<file path="src/rtl/delay_line_pkg.sv">
// Shared defaults and types for the delay_line block.
package delay_line_pkg;

   localparam int unsigned DATA_W_DEF = 8;
   localparam int unsigned DEPTH_DEF  = 4;
   localparam int unsigned CNT_W_DEF  = 4;

   // Occupancy of the delay line
   typedef enum logic [1:0] {
      OCC_EMPTY   = 2'd0,
      OCC_PARTIAL = 2'd1,
      OCC_FULL    = 2'd2
   } occ_e;

   // One stored entry at default widths: data word plus its remaining delay
   typedef struct packed {
      logic [DATA_W_DEF-1:0] data;
      logic [CNT_W_DEF-1:0]  cnt;
   } entry_t;

endpackage

</file>
<file path="src/rtl/delay_line_ctrl.sv">
// Occupancy FSM, head/tail pointers and word count for delay_line.
// Ports:
//   clk, rst_n          clock, async active-low reset
//   i_valid, i_take     upstream offer / downstream consume request
//   i_ready             registered head-ready from the storage side
//   i_flush             synchronous discard of all words
//   o_next              registered "can accept" flag
//   o_count, o_tail     registered occupancy and tail pointer
//   o_head_nxt_c        head pointer value after this edge
//   o_count_nxt_c       occupancy after this edge
//   o_accept_c          a word is written into the tail entry this edge
module delay_line_ctrl
   import delay_line_pkg::*;
#(
   parameter  int unsigned DEPTH = DEPTH_DEF,
   localparam int unsigned PTR_W = $clog2(DEPTH),
   localparam int unsigned OCC_W = PTR_W + 1
) (
   input  logic             clk,
   input  logic             rst_n,
   input  logic             i_valid,
   input  logic             i_take,
   input  logic             i_ready,
   input  logic             i_flush,
   output logic             o_next,
   output logic [OCC_W-1:0] o_count,
   output logic [PTR_W-1:0] o_tail,
   output logic [PTR_W-1:0] o_head_nxt_c,
   output logic [OCC_W-1:0] o_count_nxt_c,
   output logic             o_accept_c
);

   occ_e             r_state, w_state_nxt;
   logic [PTR_W-1:0] r_head, r_tail, w_head_nxt, w_tail_nxt;
   logic [OCC_W-1:0] r_count, w_count_nxt;
   logic             r_next;
   logic             w_accept, w_take;

   // State, pointer and occupancy registers
   always_ff @(posedge clk or negedge rst_n) begin
      if (!rst_n) begin
         r_state <= OCC_EMPTY;
         r_head  <= '0;
         r_tail  <= '0;
         r_count <= '0;
         r_next  <= 1'b1;
      end else begin
         r_state <= w_state_nxt;
         r_head  <= w_head_nxt;
         r_tail  <= w_tail_nxt;
         r_count <= w_count_nxt;
         r_next  <= (w_state_nxt != OCC_FULL);
      end
   end

   // Next state: flush wins over accept and take
   always_comb begin
      w_accept    = 1'b0;
      w_take      = 1'b0;
      w_state_nxt = r_state;
      w_head_nxt  = r_head;
      w_tail_nxt  = r_tail;
      w_count_nxt = r_count;
      if (i_flush) begin
         w_state_nxt = OCC_EMPTY;
         w_head_nxt  = '0;
         w_tail_nxt  = '0;
         w_count_nxt = '0;
      end else begin
         // accept uses registered occupancy only, so a same-cycle take never frees a full slot
         w_accept = i_valid && r_next;
         w_take   = i_take && i_ready && (r_state != OCC_EMPTY);
         if (w_accept) w_tail_nxt = r_tail + PTR_W'(1);
         if (w_take)   w_head_nxt = r_head + PTR_W'(1);
         if (w_accept && !w_take)      w_count_nxt = r_count + OCC_W'(1);
         else if (w_take && !w_accept) w_count_nxt = r_count - OCC_W'(1);
         case (r_state)
            OCC_EMPTY: begin
               if (w_accept) w_state_nxt = OCC_PARTIAL;
            end
            OCC_PARTIAL: begin
               if (w_accept && !w_take && (r_count == OCC_W'(DEPTH - 1)))
                  w_state_nxt = OCC_FULL;
               else if (w_take && !w_accept && (r_count == OCC_W'(1)))
                  w_state_nxt = OCC_EMPTY;
            end
            OCC_FULL: begin
               if (w_take) w_state_nxt = OCC_PARTIAL;
            end
            default: w_state_nxt = OCC_EMPTY;
         endcase
      end
   end

   assign o_next        = r_next;
   assign o_count       = r_count;
   assign o_tail        = r_tail;
   assign o_head_nxt_c  = w_head_nxt;
   assign o_count_nxt_c = w_count_nxt;
   assign o_accept_c    = w_accept;

endmodule

</file>
<file path="src/rtl/delay_line.sv">
// FIFO delay line: each word is held for its own programmed number of cycles
// and released in strict arrival order.
// Ports:
//   clk, reset        clock, async active-low reset
//   valid, in         upstream word offer
//   delay_cfg         delay applied to the word accepted this cycle
//   next              block can accept a word this cycle
//   out, ready        head word and its "delay served" flag (registered)
//   take              downstream consumes the head word
//   flush             synchronous discard of all stored words
//   count             words currently stored
module delay_line
   import delay_line_pkg::*;
#(
   parameter  int unsigned DATA_W = DATA_W_DEF,
   parameter  int unsigned DEPTH  = DEPTH_DEF,
   parameter  int unsigned CNT_W  = CNT_W_DEF,
   localparam int unsigned PTR_W  = $clog2(DEPTH),
   localparam int unsigned OCC_W  = PTR_W + 1
) (
   input  logic              clk,
   input  logic              reset,
   input  logic              valid,
   input  logic [DATA_W-1:0] in,
   input  logic [CNT_W-1:0]  delay_cfg,
   output logic              next,
   output logic [DATA_W-1:0] out,
   output logic              ready,
   input  logic              take,
   input  logic              flush,
   output logic [OCC_W-1:0]  count
);

   // Entry layout at this instance's widths
   typedef struct packed {
      logic [DATA_W-1:0] data;
      logic [CNT_W-1:0]  cnt;
   } slot_t;

   slot_t            r_mem [DEPTH];
   slot_t            w_mem_nxt [DEPTH];
   slot_t            w_head_slot;
   logic             r_ready, w_ready_nxt;
   logic [DATA_W-1:0] r_out, w_out_nxt;
   logic [PTR_W-1:0] w_tail, w_head_nxt;
   logic [OCC_W-1:0] w_count_nxt;
   logic             w_accept;

   delay_line_ctrl #(
      .DEPTH (DEPTH)
   ) u_ctrl (
      .clk           (clk),
      .rst_n         (reset),
      .i_valid       (valid),
      .i_take        (take),
      .i_ready       (r_ready),
      .i_flush       (flush),
      .o_next        (next),
      .o_count       (count),
      .o_tail        (w_tail),
      .o_head_nxt_c  (w_head_nxt),
      .o_count_nxt_c (w_count_nxt),
      .o_accept_c    (w_accept)
   );

   // Storage update and next head presentation
   always_comb begin
      for (int unsigned i = 0; i < DEPTH; i++) begin
         w_mem_nxt[i] = r_mem[i];
         if (r_mem[i].cnt != '0) w_mem_nxt[i].cnt = r_mem[i].cnt - CNT_W'(1);
         if (flush)              w_mem_nxt[i].cnt = '0;
      end
      if (w_accept) begin
         w_mem_nxt[w_tail].data = in;
         w_mem_nxt[w_tail].cnt  = delay_cfg;
      end
      // ready/out are registered, so they are derived from post-edge state
      w_head_slot = w_mem_nxt[w_head_nxt];
      w_ready_nxt = (w_count_nxt != '0) && (w_head_slot.cnt == '0);
      w_out_nxt   = w_ready_nxt ? w_head_slot.data : r_out;
   end

   // Storage array and output registers
   always_ff @(posedge clk or negedge reset) begin
      if (!reset) begin
         for (int unsigned i = 0; i < DEPTH; i++) r_mem[i] <= '0;
         r_ready <= 1'b0;
         r_out   <= '0;
      end else begin
         r_mem   <= w_mem_nxt;
         r_ready <= w_ready_nxt;
         r_out   <= w_out_nxt;
      end
   end

   assign ready = r_ready;
   assign out   = r_out;

endmodule

</file>
<file path="config.mk">
export PLATFORM = sky130hd
export DESIGN_NAME = delay_line
export DESIGN_NICKNAME = d
export VERILOG_FILES = /design/src/rtl/delay_line_pkg.sv /design/src/rtl/delay_line_ctrl.sv /design/src/rtl/delay_line.sv
export SDC_FILE = /design/constraint.sdc
export NUM_CORES = 1
export LEC_CHECK = 0
export CELL_PAD_IN_SITES_DETAIL_PLACEMENT = 1
export CELL_PAD_IN_SITES_GLOBAL_PLACEMENT = 2
export CORE_ASPECT_RATIO = 0.75
export CORE_MARGIN = 5
export CORE_UTILIZATION = 34
export DETAILED_ROUTE_END_ITERATION = 10
export PLACE_DENSITY_LB_ADDON = 0.08
export SETUP_SLACK_MARGIN = 0.02
export SYNTH_ARGS = -nofsm -noshare
export SYNTH_HDL_FRONTEND = slang
export SYNTH_SLANG_ARGS = --single-unit
</file>
<file path="constraint.sdc">
create_clock -name clk -period 3.1 [get_ports clk]
set_input_delay 0.775 -clock clk [delete_from_list [all_inputs] [get_ports clk]]
set_output_delay 0.775 -clock clk [all_outputs]
set_load 0.005 [all_outputs]
</file>
## Word-level counts from Yosys, hierarchy flattened

Index checks and enable logic that the tools add are counted.

| storage, ports and cells | value |
|---|---|
| flip-flop bits (word level) | 67 |
| input port bits | 17 |
| logic and storage cells | 85 |
| output and inout bits | 13 |

| operators by class | value |
|---|---|
| mux-type cells | 32 |
| equality and inequality tests | 5 |
| add/sub/neg operators | 8 |
| bitwise operators | 2 |
| reduce and logical (&&, ||, !) cells | 20 |
| order comparisons | 3 |

Operators by type and width:

| kind | number |
|---|---|
| $bwmux 48 | 2 |
| $demux 12 s2 | 2 |
| $mux 48 | 1 |
| $mux 12 | 3 |
| $mux 4 | 9 |
| $bmux 12 s2 | 1 |
| $mux 2 | 9 |
| $reduce_bool 4->1 | 4 |
| $sub 4x1->4 const B | 4 |
| $logic_and 1x1->1 | 9 |
| $mux 3 | 3 |
| $ge 3x3->1 const B | 2 |
| $not 2->3 | 2 |
| $pmux 2 s3 | 1 |
| $add 2x1->2 const B | 2 |
| $logic_not 4->1 | 1 |
| $reduce_bool 2->1 | 2 |
| $add 3x1->3 const B | 1 |
| $eq 3x1->1 const B | 1 |
| $eq 3x2->1 const B | 1 |
| $lt 3x1->1 const B | 1 |
| $reduce_bool 3->1 | 1 |
| $sub 3x1->3 const B | 1 |
| $eq 2x1->1 const B | 1 |
| 5 further kinds | 6 |

## Longest topological paths before layout

| depth | value |
|---|---|
| depth after elaboration | 13 |
| depth in mapped cells | 9 |

## Hierarchy

A second synthesis with hierarchy kept.

| second synthesis, totals | value |
|---|---|
| cells, all modules | 373 |
| area, all modules | 3681.0 sq um |

Modules (own cells, without submodules):

| module | area each (sq um) | cells each | times used | seq. area each (sq um) |
|---|---|---|---|---|
| delay_line | 3072.9 | 314 | 1 | 1426.4 |
| delay_line_ctrl | 608.1 | 59 | 1 | 251.5 |

## Worst setup path after synthesis

No wires, ideal clock.

| path | value |
|---|---|
| path kind | flip-flop to flip-flop |
| start | register r_mem[12] (netlist name) |
| end | register r_out[0] (netlist: out[0]) |
| path buffers | 1 |
| cell stages (with the launch flop) | 10 |
| required time | 2975 ps |
| clock period less this slack | 2743 ps |
| setup slack | 357 ps |
| arrival time | 2619 ps |
| path through | dfrtp_1 > inv_1 > ha_1 > or3b_2 > clkbuf_1 > mux2i_1 > a2111oi_2 > a311oi_1 > a311oi_4 > mux2_2 |

| on the way | value |
|---|---|
| cells in the longest elaborated chain, start to end | 11 |
| elaborated cells on any way between the ends | 12 |
| those cells by class | add/sub (1); mux (8); reduce/logical (3) |

RTL lines:

| item | line | RTL |
|---|---|---|
| from (decl) | delay_line.sv:40 | `slot_t r_mem [DEPTH];` |
| from (signal assigned) | delay_line.sv:90 | `r_mem <= w_mem_nxt;` |
| $sub 4x1->4 or $reduce_bool 4->1 (tied branches) | delay_line.sv:70 | `if (r_mem[i].cnt != '0) w_mem_nxt[i].cnt = r_mem[i].cnt - CNT_W'(1);` |
| $mux 4 * | delay_line.sv:70 |  |
| $mux 4 * | delay_line.sv:71 | `if (flush) w_mem_nxt[i].cnt = '0;` |
| $bwmux 48 | delay_line.sv:74 | `w_mem_nxt[w_tail].data = in;` |
| $bwmux 48 | delay_line.sv:75 | `w_mem_nxt[w_tail].cnt = delay_cfg;` |
| $mux 48 * | delay_line.sv:73 | `if (w_accept) begin` |
| $bmux 12 s2 * | delay_line.sv:78 | `w_head_slot = w_mem_nxt[w_head_nxt];` |
| $mux 12 (not written as such) * (2 in series) | delay_line.sv:78 |  |
| $logic_not 4->1 * | delay_line.sv:79 | `w_ready_nxt = (w_count_nxt != '0) && (w_head_slot.cnt == '0);` |
| $logic_and 1x1->1 * | delay_line.sv:79 |  |
| via w_ready_nxt | delay_line.sv:43 | `logic r_ready, w_ready_nxt;` |
| to (signal assigned) | delay_line.sv:92 | `r_out <= w_out_nxt;` |
| to (decl) | delay_line.sv:44 | `logic [DATA_W-1:0] r_out, w_out_nxt;` |

The timed path passes the listed nets; every way through them passes the cells marked *. The select of a mux whose other input is x is not followed.
A chain may end at the register's enable or synchronous reset.

## Worst setup path after layout

| path | value |
|---|---|
| start | input port take |
| end | register r_out[1] (netlist: out[1]) |

| on the way | value |
|---|---|
| cells in the longest elaborated chain, start to end | 10 |
| elaborated cells on any way between the ends | 17 |
| those cells by class | mux (8); bitwise (1); reduce/logical (8) |

RTL lines:

| item | line | RTL |
|---|---|---|
| from (decl) | delay_line.sv:29 | `input logic take,` |
| $logic_and 1x1->1 * (2 in series) | delay_line_ctrl.sv:72 | `w_take = i_take && i_ready && (r_state != OCC_EMPTY);` |
| $mux 2 | delay_line_ctrl.sv:74 | `if (w_take) w_head_nxt = r_head + PTR_W'(1);` |
| $mux 2 | delay_line_ctrl.sv:64 | `if (i_flush) begin` |
| $not 2->3 (not written as such) | delay_line.sv:78 |  |
| $bmux 12 s2 | delay_line.sv:78 |  |
| $mux 12 (not written as such) (2 in series) | delay_line.sv:78 |  |
| $logic_not 4->1 | delay_line.sv:79 |  |
| $logic_and 1x1->1 * | delay_line.sv:79 |  |
| via w_ready_nxt | delay_line.sv:43 |  |

Marks and branches as above.

==> flow_metrics.py <==
metrics = {
    "cells_and_area": {
        "nNetsFinal": 435,
        "drive_gt1_share_pct": 22.87,
        "antennaDiodeCount": 0,
        "layoutNonFillerInstCount": 547,
        "utilization_pct": 44.53,
        "synthToLayoutAreaGrowth_pct": 26.71,
    },
    "drt": {
        "viasPerCell": 5.168,
        "dr_total_vias": 2827,
        "dr.first_iter.drc_count": 115,
        "dr.pass1.iters": 4,
        "routed_wl_um": 10230,
        "ant_nets": 0,
        "post_drt_wl_per_cell_um": 18.70,
        "remaining_drc_errors": 0,
    },
    "floorplanning": {
        "row_count": 32,
        "boundaryPins": 30,
        "die_h_um": 99.84,
        "die_w_um": 129.8,
        "initial_core_util_pct": 35.14,
        "die_area_sq_um": 12960,
        "placeableCoreArea_sq_um": 10410,
    },
    "power": {
        "p_int_w": 0.002468,
        "p_total_w": 0.003664,
        "cellPowerDensity_nw_per_um2": 790.4,
        "swShare_pct": 32.64,
        "p_comb_share_pct": 37.1,
        "leakage_nw": 2.001,
        "vdd_drop_max_v": 0.0002800,
        "p_seq_share_pct": 36.8,
        "clkPwrFrac_pct": 26.1,
        "switchingPower_w": 0.001196,
    },
    "clock_tree": {
        "cts_tree": "yes",
        "clockRootBuffer": "clkbuf_16",
        "clkSinkCount": 67,
        "clk_pin_slew_ps": 60,
        "postCtsHoldBufs": 0,
        "cts_buffers": 9,
        "clk_path_buf_depth": 2,
        "cts_htree_levels": 3,
        "insertion_delay_ps": 330,
    },
    "setup_path": {
        "arrival_ps": 3200,
        "crit_type": "in -> reg",
        "crit_start": "take",
        "crit_fanout": 9,
        "required_ps": 3310,
        "r2r-start": "r_mem[12]$_DFF_PN0_",
        "start_kind": "input port",
        "end_kind": "flop",
    },
    "grt": {
        "grt_max_degree": 31,
        "grt_overflow": 0,
        "track_usage_pct": 17.10,
        "first_global_vias": 3022,
        "antenna_found_initial": 0,
        "grt_pass1_wl_um": 17100,
    },
    "timing": {
        "hold_violations": 0,
        "rsz0062_at_grt": "false",
        "slew_headroom_pct": 67.57,
        "period_share_pct": 96.49,
        "fmax_mhz": 334.3,
        "tns_ps": 0,
        "finalWorstSetupSlack_ps": 108.9,
        "worst_pin_slew_ps": 485.3,
        "maxSlewViolCount": 0,
        "finalCriticalPeriod_ps": 2991,
        "skew_ps": 7.162,
        "setup_viol": 0,
    },
    "placed_design": {
        "dp_cells": 531,
        "post-place-ws_ps": -214.1,
        "hpwl_um": 7417,
        "routabilityCongestion": 0.8515,
        "portBuffers": 29,
    },
    "synthesis": {
        "yosysMostFrequentCell": "dfrtp_1",
        "synthFlopType": "dfrtp_1",
        "syn_inst": 345,
        "synth-edff-count": 0,
        "ys_seq_elements": 67,
        "synthArstFlopShare_pct": 100.0,
        "yosysTopAreaCellShare_pct": 45.14,
        "yosys-top-cells-count": "66 x dfrtp_1, 41 x mux2_2, 27 x nor2_1, 26 x nand2_1, 17 x inv_1",
        "synth_top_cell_by_area": "dfrtp_1",
        "syn_avg_cell_area_sq_um": 10.60,
        "ys_warn_count": 0,
        "seq_area_frac_synth_pct": 45.86,
        "synth_area_sq_um": 3659,
        "ys_top_cells_by_area": "dfrtp_1 45%, mux2_2 13%, ha_1 4.1%",
        "syn_nets": 374,
        "synth_cell_types": 48,
    },
    "worst_hold_path": {
        "hp-class": "in -> async",
    },
    "run_status": {
        "outcome": "finished, final reports clean",
    },
    "flow_run": {
        "maxCapViolCount": 0,
    },
}
## cell usage in the layout (no fill, tap or decap), types with 6 or more instances in the layout
cell / netlist / final
o211ai_1: 11 / 11
o22ai_1: 8 / 8
nand2_1: 26 / 26
clkdlybuf4s50_1: 0 / 27
dfrtp_1: 66 / 66
ha_1: 12 / 12
o31ai_1: 9 / 9
mux2_2: 41 / 41
xnor2_1: 13 / 13
buf_4: 0 / 28
o21ai_0: 6 / 6
nor3_1: 7 / 7
a21oi_1: 14 / 14
inv_1: 17 / 17
clkbuf_16: 0 / 9
nand2b_1: 13 / 13
nor2_1: 27 / 27
## path summary, 6_finish.rpt
| check | endpoint | cells after the start | slack (ps) |
|---|---|---|---|
| hold reg to reg | r_mem[28]$_DFF_PN0_ | 1 | 490 |
| setup / recovery | out[1]$_DFFE_PN0P_ | 8 | 110 |
| setup reg to reg | out[1]$_DFFE_PN0P_ | 9 | 150 |
| min in group clk | r_mem[28]$_DFF_PN0_ | 1 | 490 |
| hold / removal | r_mem[35]$_DFF_PN0_ | 1 | 360 |
| max in group asynchronous | u_ctrl.o_next$_DFF_PN1_ | 2 | 2030 |
## final cells by class
| type | instances | area [sq um] |
|---|---|---|
| clock inverters | 2 | 12.51 |
| fillers | 1178 | 5774 |
| flip-flops and latches | 67 | 1678 |
| clock buffers | 14 | 264.0 |
| well taps | 136 | 170.2 |
| multi-input cells | 250 | 1869 |
| inverters | 17 | 63.81 |
| repair buffers | 61 | 578.1 |
## per-layer routing
layer / vias to the layer above / part of all wire [%] / wire [um] / track usage [%]
li1: 1376 / - / - / -
met1: 1410 / 53 / 5397 / 25.68
met2: 32 / 43 / 4427 / 24.91
met3: 9 / 2.9 / 301 / 4.043
met4: 0 / 1.0 / 106 / 3.994
met5: - / 0 / 0 / 0
## sequential cells by signal, indices dropped and copies added, names as in the netlist
register,flops
u_ctrl.o_next,1
u_ctrl.o_count,3
u_ctrl.r_state,2
u_ctrl.r_head,2
r_mem,48
u_ctrl.o_tail,2
out,8
ready,1
## power groups by stage
stage	clock [W]	combinational [W]	sequential (W)
after detailed placement	0	0.00136	0.00136
final	0.000956	0.00136	0.00135
after global placement	0	0.00134	0.00135
after floorplan	0	0.000928	0.00130
after CTS	0.000979	0.00138	0.00135
after global routing	0.00102	0.00152	0.00138
## stage by stage
stage / hold slack, ps / instance area [sq um]
6_report: 358.5 / 4636
5_1_grt: 393.1 / 4636
4_1_cts: 365.2 / 4633
3_5_place_dp: 479.6 / 4357
3_3_place_gp: 475.3 / 4357
2_1_floorplan: 464.4 / 3659
## cells by family after synthesis
group,Yosys count,synth area share (%)
mux,47,14.40
compound gates,74,15.08
fa+ha+maj,12,4.104
xor+xnor,14,3.352
flops,67,45.86
buf+inv,28,3.044
simple gates,103,14.16
## repair_timing
action                     CTS  global route
buffers inserted             0             0
resized for setup            0             1
setup endpoints to repair    0             5
## worst max-delay path, cell delays in order
cell and delay (ps):
clkdlybuf4s50_1 520, o211ai_4 100, mux2_4 360, a2111oi_2 480, a311oi_1 150, a311oi_4 290, buf_12 170, mux2_2 340
Power figures use the tool's default switching activity.
